$ cat config.mk
export PLATFORM = sky130hd
export DESIGN_NAME = grid_mover
export DESIGN_NICKNAME = d
export VERILOG_FILES = /design/src/rtl/game_pkg.sv /design/src/rtl/line_merger.sv /design/src/rtl/grid_mover.sv
export SDC_FILE = /design/constraint.sdc
export NUM_CORES = 1
export LEC_CHECK = 0
export BUFFER_PORTS_ARGS = -buffer_cell sky130_fd_sc_hd__buf_2
export CAP_MARGIN = 20
export CORE_MARGIN = 2
export CORE_UTILIZATION = 35
export CTS_CLUSTER_SIZE = 8
export DETAILED_ROUTE_END_ITERATION = 7
export PLACE_DENSITY = 0.57
export RECOVER_POWER = 50
export SYNTH_ARGS = -nofsm -noshare
export SYNTH_HDL_FRONTEND = slang
export SYNTH_HIERARCHICAL = 1
export SYNTH_SLANG_ARGS = --single-unit
$ cat constraint.sdc
create_clock -name clk -period 4.9 [get_ports clk]
set_input_delay 0.98 -clock clk [delete_from_list [all_inputs] [get_ports clk]]
set_output_delay 0.98 -clock clk [all_outputs]
set_load 0.01 [all_outputs]
$ cat src/rtl/game_pkg.sv
// game_pkg: shared cell/grid types, directions and FSM states for the 2048 board blocks.
package game_pkg;
  localparam int GRID_N = 4;
  localparam logic [3:0] EMPTY = 4'd0;
  typedef logic [3:0] cell_t;
  typedef cell_t [GRID_N-1:0] line_t;
  typedef line_t [GRID_N-1:0] grid_t;
  typedef enum logic [1:0] {DIR_LEFT, DIR_RIGHT, DIR_UP, DIR_DOWN} dir_t;
  typedef enum logic [1:0] {S_IDLE, S_PROC, S_DONE} state_t;
endpackage

$ cat src/rtl/line_merger.sv
// line_merger: slides one oriented line toward index 0 and merges equal neighbours once.
module line_merger
  import game_pkg::*;
(
  input  line_t       line_in,
  output line_t       line_out,
  output logic        line_changed,
  output logic [16:0] line_score
);
  logic [4:0][3:0] c;
  logic [2:0] n;
  logic [1:0] p;
  logic skip;
  // c[4] stays empty so the last cell never finds a merge partner
  always_comb begin
    c = '0;
    n = '0;
    for (int i = 0; i < GRID_N; i++)
      if (line_in[2'(i)] != EMPTY) begin
        c[n] = line_in[2'(i)];
        n = n + 3'd1;
      end
    line_out = '0;
    line_score = '0;
    p = '0;
    skip = 1'b0;
    for (int i = 0; i < GRID_N; i++)
      if (skip) skip = 1'b0;
      else if (c[3'(i)] != EMPTY) begin
        if (c[3'(i)] == c[3'(i + 1)] && c[3'(i)] != 4'd15) begin
          line_out[p] = c[3'(i)] + 4'd1;
          line_score = line_score + (17'd2 << c[3'(i)]);
          skip = 1'b1;
        end else line_out[p] = c[3'(i)];
        p = p + 2'd1;
      end
  end
  assign line_changed = line_out != line_in;
endmodule

$ cat src/rtl/grid_mover.sv
// grid_mover: 2048 move/merge engine, one oriented line per cycle through a shared line_merger.
module grid_mover
  import game_pkg::*;
#(
  parameter int WIN_EXP = 11,
  parameter int SCORE_W = 19
) (
  input  logic                  clk,
  input  logic                  rst,
  input  logic                  start,
  input  logic [1:0]            dir,
  input  logic [3:0][3:0][3:0]  grid_in,
  output logic                  busy,
  output logic                  done,
  output logic [3:0][3:0][3:0]  grid_out,
  output logic                  changed,
  output logic [SCORE_W-1:0]    score_add,
  output logic                  won
);
  localparam cell_t WIN_C = cell_t'(WIN_EXP);
  state_t state, state_nx;
  logic [1:0] cnt;
  dir_t dir_r;
  grid_t work, work_nx;
  line_t lin, lout;
  logic chg, lchg, win_nx;
  logic [SCORE_W-1:0] acc, acc_nx;
  logic [16:0] lscore;
  line_merger u_merge (.line_in(lin), .line_out(lout), .line_changed(lchg), .line_score(lscore));
  // the same cell mapping serves extraction and write-back
  always_comb begin
    lin = '0;
    work_nx = work;
    for (int t = 0; t < GRID_N; t++) begin
      lin[2'(t)] = dir_r == DIR_LEFT  ? work[cnt][2'(t)] :
                   dir_r == DIR_RIGHT ? work[cnt][2'(3 - t)] :
                   dir_r == DIR_UP    ? work[2'(t)][cnt] : work[2'(3 - t)][cnt];
      if (dir_r == DIR_LEFT) work_nx[cnt][2'(t)] = lout[2'(t)];
      else if (dir_r == DIR_RIGHT) work_nx[cnt][2'(3 - t)] = lout[2'(t)];
      else if (dir_r == DIR_UP) work_nx[2'(t)][cnt] = lout[2'(t)];
      else work_nx[2'(3 - t)][cnt] = lout[2'(t)];
    end
    win_nx = 1'b0;
    for (int i = 0; i < GRID_N; i++)
      for (int j = 0; j < GRID_N; j++)
        win_nx = win_nx | (work_nx[2'(i)][2'(j)] >= WIN_C);
    acc_nx = acc + SCORE_W'(lscore);
  end
  always_comb begin
    state_nx = state == S_IDLE ? (start ? S_PROC : S_IDLE) :
               state == S_PROC ? (cnt == 2'd3 ? S_DONE : S_PROC) : S_IDLE;
  end
  always_ff @(posedge clk) state <= rst ? S_IDLE : state_nx;
  // results are registered on the last line edge so they are valid throughout DONE
  always_ff @(posedge clk) begin
    if (rst) begin
      cnt <= '0;
      dir_r <= DIR_LEFT;
      work <= '0;
      chg <= 1'b0;
      acc <= '0;
      grid_out <= '0;
      changed <= 1'b0;
      score_add <= '0;
      won <= 1'b0;
    end else if (state == S_IDLE && start) begin
      work <= grid_in;
      dir_r <= dir_t'(dir);
      cnt <= '0;
      chg <= 1'b0;
      acc <= '0;
    end else if (state == S_PROC) begin
      work <= work_nx;
      cnt <= cnt + 2'd1;
      chg <= chg | lchg;
      acc <= acc_nx;
      if (cnt == 2'd3) begin
        grid_out <= work_nx;
        changed <= chg | lchg;
        score_add <= acc_nx;
        won <= won | win_nx;
      end
    end
  end
  assign busy = state != S_IDLE;
  assign done = state == S_DONE;
endmodule
# [Word-level counts from Yosys, hierarchy flattened]
# Index checks and enable logic that the tools add are counted.
[word_totals] ff_bits=175
[classes] n_addsub=11 order_cmp=10 eq_ne=14 n_shift=4 n_mux=110 bitwise_logic=2 n_reduce_logical=22
[op_table] operator="bitwise mux 64 bit" count=8
[op_table] operator="two-way mux 64 bit" count=6
[op_table] operator="two-way mux 16 bit" count=20
[op_table] operator="two-way mux 17 bit" count=11
[op_table] operator="bitwise mux 16 bit" count=10
[op_table] operator="demux 16 bit (select 2 bit)" count=3
[op_table] operator="two-way mux 48 bit" count=2
[op_table] operator="two-way mux 4 bit" count=18
[op_table] operator="<< shifter 2 x 4 -> 17 bit, first input constant" count=4
[op_table] operator="two-way mux 32 bit" count=2
[op_table] operator="adder 17 bit" count=3
[op_table] operator="binary-select mux 16 bit (select 2 bit)" count=1
[op_table] operator="demux 4 bit (select 2 bit)" count=4
[op_table] operator="binary-select mux 4 bit (select 2 bit)" count=3
[op_table] operator="nonzero test 4 bit" count=6
[op_table] operator="bitwise mux 20 bit" count=1
[op_table] operator="adder 19 x 17 -> 19 bit" count=1
[op_table] operator="adder 4 x 1 -> 4 bit, second input constant" count=4
[op_table] operator="two-way mux 8 bit" count=2
[op_table] operator="!= test 16 x 8 -> 1 bit" count=1
[op_table] operator="!= test 4 bit, second input constant" count=4
[op_table] operator="two-way mux 2 bit" count=7
[op_table] operator="demux 4 bit (select 3 bit)" count=1
[op_table] operator="== test 4 bit" count=3
[op_table] operator="other kinds (18)" count=48

# [Depth between registers and ports, before layout]
# Gate-level depths: netlist (run 1).
[depth] word_depth=49 depth_mapped=23

# [Modules after synthesis]
# The synthesis (run 1) kept the hierarchy.
[by_module_without_submodules] module="grid_mover" instances=1 cells_per_inst=990 area_each_um2=8219.1 seq_area_each_um2=3503.4
[by_module_without_submodules] module="line_merger" instances=1 cells_per_inst=102 area_each_um2=633.1 seq_area_each_um2=0.0

# [Least setup slack after synthesis (run 1)]
# OpenSTA, ideal clock, no wires.
[synth_timing] path_type="register to register" startpoint="register dir_r[1]" endpoint="register acc[13]" setup_time_ns=0.122 arrival_ns=4.275 path_slack_ns=0.503 stages_incl_launch_ff=23 n_path_buf=5 synth_period_minus_slack_ns=4.397 path_cell_list="dfxtp_1 -> clkbuf_1 -> nor2_1 -> buf_2 -> clkbuf_1 -> nand2_1 -> a21oi_1 -> a21oi_1 -> o21ai_0 -> buf_4 -> nor3_1 -> a21oi_1 -> or2_1 -> clkbuf_1 -> nor2_1 -> ha_1 -> a2111oi_4 -> o21ai_2 -> a211oi_2 -> o21bai_1 -> a21o_1 -> nor4b_1 -> a311o_1"
[synth_rtl] item="start, declared" line="grid_mover.sv:23" rtl="dir_t dir_r;"
[synth_rtl] item="start signal, assigned" line="grid_mover.sv:68" rtl="dir_r <= dir_t'(dir);"
[synth_rtl] item="end signal, assigned" line="grid_mover.sv:76" rtl="acc <= acc_nx;"
[synth_rtl] item="end, declared" line="grid_mover.sv:27" rtl="logic [SCORE_W-1:0] acc, acc_nx;"

==> results of run 1 <==
[flip-flops by register name, summed over array words and instances (netlist names), 2 cells and up]
name	cells
state	2
grid_out	64
dir_r	2
acc	19
score_add	19
cnt	2
work	64
[power by group through the flow]
stage / Clock [mW] / Combinational [mW] / Sequential [mW]
3_3_place_gp: 0 / 0.503 / 1.54
6_report: 1.45 / 0.509 / 1.50
2_1_floorplan: 0 / 0.351 / 1.52
5_1_grt: 1.53 / 0.555 / 1.51
4_1_cts: 1.47 / 0.507 / 1.50
3_5_place_dp: 0 / 0.505 / 1.54
[cell usage in the layout (no fill, tap or decap), drive strengths merged, types with 13 or more instances in the layout]
cell and instances:
a311oi 19, nor2b 14, nor3 18, dfxtp 175, nand2 175, o21ai 47
a211oi 32, a222oi 40, nand3 31, clkbuf 106, xnor2 13, ha 22
mux2i 34, inv 17, a21oi 95, buf 88, nor2 153
[routing by layer]
layer  track usage (%)  vias up  routed length [um]
met4              5.83        0                 418
li1                  -     4087                   -
met3              5.12       33                2050
met5                 0        -                   0
met1              29.5     3920               13100
met2              32.1      310               12500
[metrics by stage]
step                total power, mW  area (um2)  worst slack [ns]  cells
floorplan                      1.87        8830             0.503   1093
global placement               2.04        9800             0.423   1504
detailed placement             2.04        9800             0.319   1504
CTS                            3.48       10400             0.305   1536
global route                   3.60       10300            0.0867   1536
finish                         3.46       10300             0.447   1536
[area by class of cell]
cell class                 instances  area (um2)  area share (%)
tap                              330         413            4.01
multi-input combinational        812        4870            47.3
timing repair buffer             177         855            8.30
clock inverter                    15         190            1.85
clock buffer                      17         425            4.13
sequential                       175        3500            34.0
inverter                          10        37.5           0.364
[worst paths after layout]
check | from | endpoint | slack [ns] | cells past startpoint
worst min-delay path | work[47] | grid_out[47] | 0.45 | 2
worst max-delay path | cnt[1] | acc[13] | 0.45 | 15
worst max register to register | cnt[1] | acc[13] | 0.45 | 15
worst min register to register | work[47] | grid_out[47] | 0.45 | 2
[critical path, cell delays in order (launching register included)]
cell,delay [ns]
dfxtp_2,0.41
inv_1,0.35
mux4_2,0.56
a21o_1,0.30
xor2_1,0.23
nor3_2,0.34
nand2_1,0.14
nor2_1,0.10
ha_1,0.31
a2111oi_4,0.38
o21ai_2,0.12
a211oi_2,0.29
o21bai_1,0.15
a21o_1,0.22
nor4b_1,0.15
a311o_1,0.28
==> impl_metrics.yaml, run 1 <==
drt:
  vias: 8350
  via_per_inst: 5.44
  drc: 0
  drt_iter0_drc: 877
  drtPass1Iterations: 7
  wire_per_inst_um: 18.3
  ant_nets: 0
  finalWirelength_um: 28100
place:
  gp_congestion: 0.900
  dp.final_hpwl_um: 19700
  port_buffers: 155
synth:
  yosysWarnings: 6
  syn_avg_cell_area_um2: 8.11
  synth_area_um2: 8790
  synth_cells: 1084
pwr:
  p_per_area_nw_per_um2: 336
  power_frac_seq_pct: 43.5
  leakage_nw: 3.72
  switching_share_pct: 30.1
  ir_worst_vdd_mv: 0.198
  combPwrFrac_pct: 14.7
  p_int_mw: 2.42
  switching_power_mw: 1.04
  clkPwrFrac_pct: 41.8
clock_network:
  cts_made_buffers: 17
  cts_max_path_buffers: 2
  cts.htree.levels: 4
  post_cts_buffers: 0
  ctsHoldBuffers: 0
  numClockSinks: 175
  post_cts_resized: 0
  cts.clk_slew.worst_paths_ns: 0.08
  clk_latency_ns: 0.45
  clockRootBuffer: "clkbuf_16"
  cts_tree: "yes"
global_routing:
  grt_antenna_before_repair: 0
  grt-ovfl-total: 0
  grt_usage_pct: 21.0
  grt_pass1_vias: 7645
  grt_max_degree: 113
  grt_pass1_wl_um: 43600
floorplanning:
  start_util_pct: 35.3
  die_w_um: 162
  die_h_um: 162
  num_rows: 58
  die-area_um2: 26400
  core_area_um2: 24900
  io_pins: 156
sta:
  rsz0062_at_grt: "false"
  worstMarginPinSlew_ns: 2.63
  final.min_clock_period_ns: 4.45
  hold_viol: 0
  slew_headroom_pct: -75.7
  setup_viol: 0
  timing.fmax_mhz: 225
  finalClockSkew_ns: 0.0197
  min_period_over_period_pct: 90.9
  slew_violations: 116
  whs_ns: 0.452
  fin_tns_setup_ns: 0
hold_path:
  hold_path_class: "reg -> reg"
cells_and_area:
  syn_to_final_growth_pct: 17.1
  drive_gt1_share_pct: 12.0
  final_util_pct: 41.4
  fin_nets: 1285
  n_antenna_cell: 0
  fillCellCount: 2596
critical_path:
  criticalPathCategory: "reg -> reg"
  required_ns: 5.23
  critPathLaunchType: "flip-flop"
  crit_fanout: 12
  critPathArrivalTime_ns: 4.78
  cp-end-kind: "flip-flop"
run_status:
  violations: "capacitance limit, slew limit"
  outcome: "finished, violations left"
flow_run:
  max_cap_violations: 3
Power figures use the tool's default switching activity.
==> inputs of run 2 (changes only) <==
--- a/config.mk
+++ b/config.mk
@@ -13,6 +13,7 @@
 export DETAILED_ROUTE_END_ITERATION = 7
 export PLACE_DENSITY = 0.57
 export RECOVER_POWER = 50
+export SETUP_SLACK_MARGIN = 0.5
 export SYNTH_ARGS = -nofsm -noshare
 export SYNTH_HDL_FRONTEND = slang
 export SYNTH_HIERARCHICAL = 1
==> impl_metrics.yaml, run 2 (synthesis gave the netlist of run 1 again) <==
floorplanning:
  core_area_um2: 24900
  die_w_um: 162
  num_rows: 58
  io_pins: 156
  start_util_pct: 35.3
  die-area_um2: 26400
  die_h_um: 162
place:
  dp_slack_ns: 0.319
  dp_cells: 1504
  gp_congestion: 0.900
  port_buffers: 155
  dp.final_hpwl_um: 19700
sta:
  finalClockSkew_ns: 0.0197
  setup_viol: 0
  slew_headroom_pct: -71.7
  final.min_clock_period_ns: 4.17
  fin_tns_setup_ns: 0
  hold_viol: 0
  rsz0062_at_grt: "true"
  post-route-worst-setup-slack_ns: 0.735
  worstMarginPinSlew_ns: 2.58
  slew_violations: 116
  min_period_over_period_pct: 85.0
  timing.fmax_mhz: 240
critical_path:
  required_ns: 5.28
  cpPeakStageDelay_ns: 1.95
  r2r_setup_slack_ns: 0.73
  r2r-end: "score_add[16]"
  worstPathCellList: "buf_4, ha_1, and2_0, nand2b_1, inv_1, a32o_1"
  critPathArrivalTime_ns: 4.55
  crit_buf_inv: 2
  crit_fanout: 44
  critPathLaunchType: "flip-flop"
  critical-path-slowest-cell: "and2_0"
  worstRegToRegCells: 6
  criticalPathCategory: "reg -> reg"
  cp-startpoint: "cnt[0]"
  crit_family: "simple AND/OR/NAND/NOR gates"
  r2r_start: "cnt[0]"
  cp-end-kind: "flip-flop"
cells_and_area:
  n_antenna_cell: 0
  layout_commonest_cell: "nand2_1"
  fillCellCount: 2581
  final_util_pct: 41.9
  drive_gt1_share_pct: 13.5
  syn_to_final_growth_pct: 18.6
  top_regs: "grid_out: 64 flops, work: 64 flops"
  fin_nets: 1293
  fin_cells: 1544
  final_cell_mix: "175 x nand2_1, 174 x dfxtp_1, 151 x nor2_1"
hold_path:
  whs_endpoint: "grid_out[61]"
  hold_path_class: "reg -> reg"
  hold_start: "work[61]"
  hold_depth: 2
global_routing:
  grt_antenna_before_repair: 0
  grt_usage_pct: 21.1
  grt_pass1_vias: 7662
  grt_max_degree: 113
  grt_pass1_wl_um: 43600
  grt-ovfl-total: 0
drt:
  finalWirelength_um: 28200
  drtPass1Iterations: 6
  vias: 8421
  via_per_inst: 5.45
  drc: 0
  drt_iter0_drc: 849
  wire_per_inst_um: 18.2
  ant_nets: 0
clock_network:
  cts_max_path_buffers: 2
  numClockSinks: 175
  clk_latency_ns: 0.45
  cts.htree.levels: 4
  clockRootBuffer: "clkbuf_16"
  cts.clk_slew.worst_paths_ns: 0.07
  ctsHoldBuffers: 0
  cts_tree: "yes"
  cts_made_buffers: 17
pwr:
  switching_power_mw: 1.05
  ir_worst_vdd_mv: 0.201
  leakage_nw: 3.76
  switching_share_pct: 30.2
  combPwrFrac_pct: 15.2
  clkPwrFrac_pct: 41.6
  p_per_area_nw_per_um2: 334
  p_int_mw: 2.43
  power_frac_seq_pct: 43.2
run_status:
  violations: "capacitance limit, slew limit"
  outcome: "finished, violations left"
flow_run:
  max_cap_violations: 3
==> run 2: cell count changes in the layout (fill, tap and decap cells not counted), moves of 2 or more <==
cell,previous run,this run
a21o_2,0,2
a21o_1,9,7
buf_6,0,2
o21ai_2,1,3
ha_2,0,2
buf_4,20,24
o21ai_0,42,40
ha_1,22,20
==> run 2: power groups by stage <==
| stage | combinational [mW] | sequential, mW | clock (mW) |
|---|---|---|---|
| after floorplan | 0.351 | 1.52 | 0 |
| after global placement | 0.503 | 1.54 | 0 |
| after detailed placement | 0.505 | 1.54 | 0 |
| after CTS | 0.507 | 1.50 | 1.47 |
| after global routing | 0.577 | 1.51 | 1.53 |
| final | 0.531 | 1.50 | 1.45 |
==> run 2: what timing repair did <==
item | 4_1_cts | 5_1_grt
pin swaps | 0 | 4
resized for setup | 2 | 20
buffers inserted | 2 | 5
cloned | 0 | 1
endpoints found under the setup margin | 4 | 21
==> run 2: layout make-up <==
cell class,count,area [um2],share of cell area [%]
repair buffers,185,930,8.91
clock buffers,17,425,4.08
inverters,10,41.3,0.396
multi-input cells,812,4920,47.2
well taps,330,413,3.96
flip-flops and latches,175,3510,33.6
clock inverters,15,190,1.82
==> run 2: worst reg2reg max path: cells and delay by family, from the launching register on <==
kind / cells / cell delay (ns)
fa+ha+maj: 1 / 0.53
simple gates: 2 / 2.58
flops: 1 / 0.34
buf+inv: 2 / 0.49
compound gates: 1 / 0.18
==> run 2: worst max-delay path by stage <==
stage	endpoint	slack [ns]	depth (start not counted)
floorplan	acc[13]	0.50	22
global placement	acc[13]	0.42	15
detailed placement	acc[13]	0.32	15
CTS	acc[16]	0.52	16
global route	score_add[16]	0.27	6
finish	score_add[16]	0.73	6
==> run 2: stage by stage <==
step	instance area (um2)	power, mW	hold WS (ns)
finish	10400	3.49	0.453
floorplan	8830	1.87	0.432
detailed placement	9800	2.04	0.443
global route	10400	3.62	0.465
global placement	9800	2.04	0.439
CTS	10400	3.48	0.454
==> run 2: layer usage <==
layer	vias to the layer above	track usage, %	wire length, um
li1	4108	-	-
met1	3956	29.5	13200
met2	327	32.3	12500
met3	30	5.12	2040
met4	0	5.83	447
met5	-	0	0
==> inputs of run 3 (changes only) <==
--- a/config.mk
+++ b/config.mk
@@ -8,11 +8,12 @@
 export BUFFER_PORTS_ARGS = -buffer_cell sky130_fd_sc_hd__buf_2
 export CAP_MARGIN = 20
 export CORE_MARGIN = 2
-export CORE_UTILIZATION = 35
+export CORE_UTILIZATION = 56
 export CTS_CLUSTER_SIZE = 8
 export DETAILED_ROUTE_END_ITERATION = 7
-export PLACE_DENSITY = 0.57
+export PLACE_DENSITY = 0.83
 export RECOVER_POWER = 50
+export REMOVE_ABC_BUFFERS = 1
 export SETUP_SLACK_MARGIN = 0.5
 export SYNTH_ARGS = -nofsm -noshare
 export SYNTH_HDL_FRONTEND = slang
==> impl_metrics.yaml, run 3 (synthesis gave the netlist of run 1 again) <==
clock_network:
  cts_made_buffers: 17
  cts_tree: "yes"
  ctsHoldBuffers: 0
  cts.htree.levels: 4
  clockRootBuffer: "clkbuf_16"
  cts.clk_slew.worst_paths_ns: 0.07
  clk_latency_ns: 0.44
  cts_max_path_buffers: 2
  numClockSinks: 175
critical_path:
  r2r_setup_slack_ns: 0.73
  worstRegToRegCells: 17
  critPathLaunchType: "flip-flop"
  critPathArrivalTime_ns: 4.50
  required_ns: 5.23
  crit_fanout: 16
  cp-startpoint: "cnt[1]"
  cp-end-kind: "flip-flop"
  criticalPathCategory: "reg -> reg"
  r2r_start: "cnt[1]"
  r2r-end: "acc[13]"
global_routing:
  grt_antenna_before_repair: 0
  grt_pass1_vias: 7680
  grt_pass1_wl_um: 38900
  grt-ovfl-total: 0
  grt_max_degree: 88
  grt_usage_pct: 29.4
drt:
  vias: 8571
  drc: 1
  drtPass1Iterations: 8
  ant_nets: 0
  wire_per_inst_um: 17.4
  via_per_inst: 6.04
  drt_iter0_drc: 1303
  finalWirelength_um: 24600
pwr:
  p_per_area_nw_per_um2: 334
  ir_worst_vdd_mv: 0.257
  p_total_mw: 3.40
  leakage_nw: 3.73
sta:
  min_period_over_period_pct: 85.2
  hold_viol: 0
  final.min_clock_period_ns: 4.17
  whs_ns: 0.453
  slew_violations: 135
  finalClockSkew_ns: 0.0129
  fin_tns_setup_ns: 0
  slew_headroom_pct: -37.7
  rsz0062_at_grt: "true"
  timing.fmax_mhz: 240
  setup_viol: 0
  worstMarginPinSlew_ns: 2.07
place:
  dp.final_hpwl_um: 16800
  gp_congestion: 1.01
  placed_area_um2: 9620
  port_buffers: 155
floorplanning:
  core_area_um2: 15300
  die_w_um: 129
  die-area_um2: 16700
  num_rows: 45
  io_pins: 156
  start_util_pct: 57.6
  die_h_um: 129
flow_run:
  max_cap_violations: 2
cells_and_area:
  drive_gt1_share_pct: 12.3
  top_regs: "grid_out: 64 flops, work: 64 flops"
  final_cell_mix: "175 x nand2_1, 174 x dfxtp_1, 152 x nor2_1"
  layout_commonest_cell: "nand2_1"
  n_antenna_cell: 0
  syn_to_final_growth_pct: 15.7
  fin_nets: 1287
  design_area_um2: 10200
hold_path:
  hold_start: "work[47]"
  hold_depth: 2
  hold_path_class: "reg -> reg"
  whs_endpoint: "grid_out[47]"
run_status:
  violations: "DRC, capacitance limit, slew limit"
  outcome: "finished, violations left"
[run 3: area by class of cell]
cell class / count / area [um2]
Clock inverter: 12 / 158
Tap cell: 211 / 264
Timing Repair Buffer: 179 / 857
Fill cell: 1316 / 5080
Multi-Input combinational cell: 812 / 4900
Inverter: 10 / 45.0
Sequential cell: 175 / 3500
Clock buffer: 20 / 447
[run 3: power by group]
part	internal, mW	switching, mW
clock	0.820	0.577
combinational	0.176	0.319
sequential	1.46	0.0405
total	2.46	0.937
[run 3: what timing repair did]
item	4_1_cts	5_1_grt
setup endpoints to repair	0	20
resized for setup	0	8
hold endpoints to repair	0	0
setup buffers	0	2
[run 3: through the flow]
| step | cells | worst slack [ns] | util [%] |
|---|---|---|---|
| after floorplan | 997 | -0.407 | - |
| after global placement | 1384 | 0.755 | 63.0 |
| after detailed placement | 1384 | 0.621 | 63.0 |
| after CTS | 1416 | 0.606 | 67.0 |
| after global routing | 1419 | 0.431 | 66.7 |
| final | 1419 | 0.727 | 66.7 |
[run 3: worst max path at each step]
stage,endpoint,slack [ns],cells after the start
final,acc[13],0.73,17
after global routing,grid_out[12],0.43,6
after CTS,acc[16],0.61,15
after detailed placement,acc[16],0.62,15
after global placement,acc[16],0.75,15
after floorplan,acc[13],-0.41,17
[run 3: critical path, stage by stage, from the launching register on]
cell       delay (ns)
dfxtp_1          0.39
buf_6            0.20
mux4_2           0.52
nand2_1          0.09
o21ai_0          0.08
buf_4            0.21
xor2_2           0.17
nor3_2           0.29
nand2_1          0.14
nor2_1           0.11
ha_1             0.32
a2111oi_4        0.39
o21ai_2          0.13
a211oi_2         0.30
o21bai_1         0.12
a21o_1           0.21
nor4b_1          0.14
a311o_1          0.27
[run 3: layer usage]
layer  GRT usage (%)  routed length, um
met5               0                  0
met4            9.27                493
met3            7.39               2430
met2            44.5              10800
met1            41.5              10900
